<file path="src/rtl/fetch_controller.sv">
// fetch_controller: instruction fetch sequencer for a combinational-read
// instruction memory. It holds one fetched instruction for the decoder,
// supports stall, redirect (branch/jump) and halt.
// Optional build macro: FETCH_PERF_CNT_EN adds fetch_count/stall_count.
//
// state | meaning
// ------+-------------------------------------------------------------
// RST   | one cycle after reset, no fetch, always advances to RUN
// RUN   | fetching whenever the output slot is free
// HALT  | no fetching; exits only through redirect or reset
module fetch_controller #(
  parameter logic [7:0] RESET_PC = 8'h00
) (
  input  logic       clk,
  input  logic       rst,
  output logic [7:0] imem_addr,
  input  logic [7:0] imem_data,
  output logic [7:0] instr,
  output logic [7:0] instr_pc,
  output logic       instr_valid,
  input  logic       instr_ready,
  input  logic       redirect_valid,
  input  logic [7:0] redirect_pc,
  input  logic       halt_req,
  output logic       halted
`ifdef FETCH_PERF_CNT_EN
  ,
  output logic [15:0] fetch_count,
  output logic [15:0] stall_count
`endif
);

  typedef enum logic [1:0] {
    S_RST  = 2'd0,
    S_RUN  = 2'd1,
    S_HALT = 2'd2
  } state_t;

  state_t     state;
  logic [7:0] pc;
  logic       consume;
  logic       slot_free;
  logic       do_fetch;

  // Handshake and fetch-slot decode from the current registers and inputs.
  always_comb begin
    consume   = instr_valid && instr_ready;
    slot_free = !instr_valid || consume;
    do_fetch  = (state == S_RUN) && !redirect_valid && !halt_req && slot_free;
  end

  assign imem_addr = pc;
  assign halted    = (state == S_HALT) && !instr_valid;

  // Sequencer: state, PC and the held instruction.
  always_ff @(posedge clk) begin
    if (rst) begin
      state       <= S_RST;
      pc          <= RESET_PC;
      instr       <= 8'h00;
      instr_pc    <= 8'h00;
      instr_valid <= 1'b0;
    end else begin
      case (state)
        S_RST: begin
          state <= S_RUN;
        end
        S_RUN: begin
          if (redirect_valid) begin
            // Redirect flushes the held instruction even if it is consumed now.
            pc          <= redirect_pc;
            instr_valid <= 1'b0;
          end else if (halt_req) begin
            state <= S_HALT;
            if (consume) instr_valid <= 1'b0;
          end else if (do_fetch) begin
            instr       <= imem_data;
            instr_pc    <= pc;
            instr_valid <= 1'b1;
            pc          <= pc + 8'd1;
          end
        end
        S_HALT: begin
          if (redirect_valid) begin
            pc          <= redirect_pc;
            instr_valid <= 1'b0;
            state       <= S_RUN;
          end else if (consume) begin
            instr_valid <= 1'b0;
          end
        end
        default: begin
          state <= S_RST;
        end
      endcase
    end
  end

`ifdef FETCH_PERF_CNT_EN
  // Saturating performance counters for fetches and decoder back-pressure.
  always_ff @(posedge clk) begin
    if (rst) begin
      fetch_count <= 16'h0000;
      stall_count <= 16'h0000;
    end else begin
      if (do_fetch && (fetch_count != 16'hFFFF))
        fetch_count <= fetch_count + 16'd1;
      if (instr_valid && !instr_ready && (stall_count != 16'hFFFF))
        stall_count <= stall_count + 16'd1;
    end
  end
`endif

endmodule

</file>
<file path="config.mk">
export PLATFORM = sky130hd
export DESIGN_NAME = fetch_controller
export DESIGN_NICKNAME = d
export VERILOG_FILES = /design/src/rtl/fetch_controller.sv
export SDC_FILE = /design/constraint.sdc
export NUM_CORES = 1
export LEC_CHECK = 0
export ABC_AREA = 1
export CORE_MARGIN = 4
export CORE_UTILIZATION = 44
export DETAILED_ROUTE_END_ITERATION = 10
export PLACE_DENSITY = 0.79
export SLEW_MARGIN = 20
export SYNTH_ARGS = -nofsm -noshare
export SYNTH_HDL_FRONTEND = slang
export SYNTH_SLANG_ARGS = --single-unit
</file>
<file path="constraint.sdc">
create_clock -name clk -period 1.91 [get_ports clk]
set_clock_uncertainty 0.15 [all_clocks]
set_input_delay 0.191 -clock clk [delete_from_list [all_inputs] [get_ports clk]]
set_output_delay 0.191 -clock clk [all_outputs]
set_load 0.01 [all_outputs]
</file>
==> flow_summary_export.csv <==
group,metric,value,unit
outcome,status,"complete, no violations",
route,final_antenna_net_count,0,
critical_path,critical_path_class,"reg -> out",
synthesis,synthAdderAreaFrac,0.05639,
critical_path,cp_top_family,"buffers and inverters",
layout,design_area,1904,sq um
sta,period_share,0.9579,
route,drt-wirelength-per-cell,12.17,um
floorplanning,start_util,0.4706,
pwr,power_switching,527.4,uW
synthesis,synth.area.mux_share,0,
pwr,power_frac_comb,0.368,
critical_path,startpoint_type,"flip-flop",
critical_path,rr_worst_depth,10,
synthesis,synth_top_family_by_area,"simple AND/OR/NAND/NOR gates",
sta,finalWorstSetupSlack,80.43,ps
pwr,p_seq_frac,0.461,
clocking,clk_pin_slew,160,ps
synthesis,yosysWarnings,0,
placement,hpwl,2512,um
layout,drive_above_1_share,0.1250,
pwr,power_density,799.7,nW/um^2
sta,fmax,546.6,MHz
clocking,clock_sinks,27,
min_path,hold_end,"instr[2]",
floorplanning,rows,19,
floorplanning,die_area,3970,sq um
critical_path,r2r_end,"imem_addr[3]",
layout,areaGrowthSynthToFinish,43.05,%
sta,holdWs,271.9,ps
critical_path,crit_buf_inv,1,
critical_path,crit_required,1570,ps
min_path,holdCritStartpoint,"imem_data[2]",
clocking,max-clock-path-buffers,2,
critical_path,r2r_start,"state[1]",
route,via_count,1382,
global_routing,grt_pass1_vias,1273,
clocking,numCtsBuffers,3,
run,maxCapViolations,0,
global_routing,grt_pass1_wl,5485,um
critical_path,worstPathMaxFanout,8,
pwr,clkPwrFrac,0.172,
global_routing,grt.overflow.total,0,
floorplanning,fp.dieH,63.01,um
placement,placed_area,1844,sq um
critical_path,slowest_stage,"clkdlybuf4s50_1",
global_routing,grt_max_degree,17,
sta,slew_viol_final,0,
sta,slew_headroom,0.7770,
layout,fin_cells,271,
synthesis,yosys.cell_types.count,24,
critical_path,crit_chain,"clkdlybuf4s50_1",
floorplanning,ios,47,
clocking,ctsHoldBuffers,0,
min_path,min_path_type,"in -> reg",
synthesis,syn_area_per_cell,7.007,sq um
synthesis,synth-xor-area-share,0.006579,
clocking,cts_tree,"yes",
sta,min_period,1830,ps
sta,final.setup.tns,0,ps
global_routing,grt_use_total,0.1699,
pwr,swShare,0.3463,
placement,place_congestion,0.8672,
route,viasPerCell,5.100,
layout,final_nets,268,
route,route.detailed.drc,0,
route,wirelength,3298,um
clocking,insertion_delay,330,ps
layout,num_antenna_cells,0,
route,firstDrtPassIters,4,
global_routing,antenna_found_initial,0,
synthesis,yosys_register_bits,27,
pwr,power_leakage,0.7726,nW
synthesis,yosys.area_share.simple,0.2857,
clocking,h-tree-depth,1,
floorplanning,core,2829,sq um
min_path,hold_path_depth,3,
route,drt_iter0_markers,91,
pwr,p_int,995.4,uW
placement,port_buffers,46,
placement,dp_cells,265,
sta,setup_viol,0,
synthesis,synth-compound-area-share,0.1701,
placement,pre_cts_ws,113.0,ps
sta,hold_violations,0,
sta,tightest_slew,334.0,ps
floorplanning,fp.dieW,63.01,um
synthesis,synth_area,1331,sq um
layout,nFillCells,249,
critical_path,rrSetupSlack,170,ps
synthesis,ys_seq_area_frac,0.4060,
synthesis,synth_nets,217,
critical_path,endpoint_kind,"output pin",
critical_path,cp_slowest_stage_delay,600,ps
clocking,cts-root-buf,"clkbuf_4",
synthesis,syn_inst,190,
critical_path,critical_path_arrival,1490,ps
pwr,irDropWorstVdd,0.4087,mV
sta,rsz0062_at_grt,"no",
[kinds of logic (layout without fill, tap and decap cells)]
| logic type | count (synthesis) | count (layout) |
|---|---|---|
| xor+xnor | 1 | 1 |
| compound gates | 43 | 43 |
| flops | 27 | 27 |
| buf+inv | 23 | 73 |
| simple gates | 90 | 90 |
| fa+ha+maj | 6 | 6 |
[cells in the final DEF (no fill, tap or decap), types with 6 or more instances in the layout]
| cell | synthesis | layout |
|---|---|---|
| a21oi_1 | 12 | 12 |
| o21ai_0 | 27 | 27 |
| clkdlybuf4s50_1 | 0 | 45 |
| buf_4 | 0 | 7 |
| nand3_1 | 6 | 6 |
| inv_1 | 12 | 10 |
| dfxtp_1 | 27 | 26 |
| nand2_1 | 31 | 30 |
| nor2_1 | 43 | 43 |
[routing by layer]
metal	share of wire	wire, um	GRT usage	vias up
met2	0.49	1616	0.2925	45
met1	0.43	1427	0.2022	621
met5	0	0	0	-
li1	-	-	-	708
met4	0.026	85	0.08264	0
met3	0.051	169	0.02878	8
[metrics by stage]
| stage | utilization | power [mW] |
|---|---|---|
| finish | 0.6732 | 1.523 |
| floorplan | - | 1.006 |
| detailed placement | 0.6519 | 1.254 |
| global placement | 0.6519 | 1.244 |
| global route | 0.6732 | 1.624 |
| CTS | 0.6670 | 1.518 |
[timing repair]
item | CTS | global route
resized for setup | 5 | 3
setup endpoints to repair | 1 | 23
buffers inserted | 0 | 2
pin swaps | 0 | 1
[registers in the layout, indices dropped and copies added, names as in the netlist]
register     flops
imem_addr        8
instr_pc         8
state            2
instr_valid      1
instr            8
[final cells by class]
class | instances | area (sq um) | share of cell area
inverter | 15 | 56.30 | 0.02957
sequential | 27 | 541.8 | 0.2845
timing repair buffer | 54 | 531.8 | 0.2792
tap | 31 | 38.79 | 0.02037
clock inverter | 1 | 7.507 | 0.003942
multi-input combinational | 140 | 705.7 | 0.3706
clock buffer | 3 | 22.52 | 0.01183
[how the worst max path moves through the flow]
| stage | from | endpoint | depth (start not counted) |
|---|---|---|---|
| floorplan | state[0] | imem_addr[3] | 7 |
| global placement | redirect_valid | imem_addr[5] | 8 |
| detailed placement | redirect_valid | imem_addr[3] | 7 |
| CTS | state[1] | imem_addr[3] | 12 |
| global route | state[1] | imem_addr[4] | 10 |
| finish | imem_addr[2] | imem_addr[2] | 1 |
[synth_stat cells]
cell | number | area share
clkinv_1 | 1 | 0.0028
nand2_1 | 31 | 0.087
nor2_2 | 3 | 0.014
inv_1 | 12 | 0.034
nand3_1 | 6 | 0.023
a31oi_1 | 1 | 0.0047
nor3_1 | 1 | 0.0038
nor3b_1 | 1 | 0.0056
or2_2 | 1 | 0.0047
ha_1 | 6 | 0.056
a211oi_1 | 1 | 0.0056
buf_1 | 1 | 0.0028
a21oi_1 | 12 | 0.045
inv_2 | 2 | 0.0056
buf_2 | 5 | 0.019
buf_6 | 1 | 0.0085
o21ai_0 | 27 | 0.10
a21oi_2 | 2 | 0.013
dfxtp_1 | 27 | 0.41
nor2_4 | 2 | 0.017
nand2_2 | 2 | 0.0094
nor2_1 | 43 | 0.12
xnor2_1 | 1 | 0.0066
clkbuf_1 | 1 | 0.0028
[power groups by stage]
| stage | logic [mW] | registers (mW) | clock network (mW) |
|---|---|---|---|
| 6_report | 0.560 | 0.702 | 0.262 |
| 5_1_grt | 0.622 | 0.715 | 0.287 |
| 4_1_cts | 0.552 | 0.700 | 0.265 |
| 3_5_place_dp | 0.546 | 0.708 | 0 |
| 3_3_place_gp | 0.537 | 0.707 | 0 |
| 2_1_floorplan | 0.282 | 0.724 | 0 |
No activity file was read; power rests on OpenSTA's default activity.
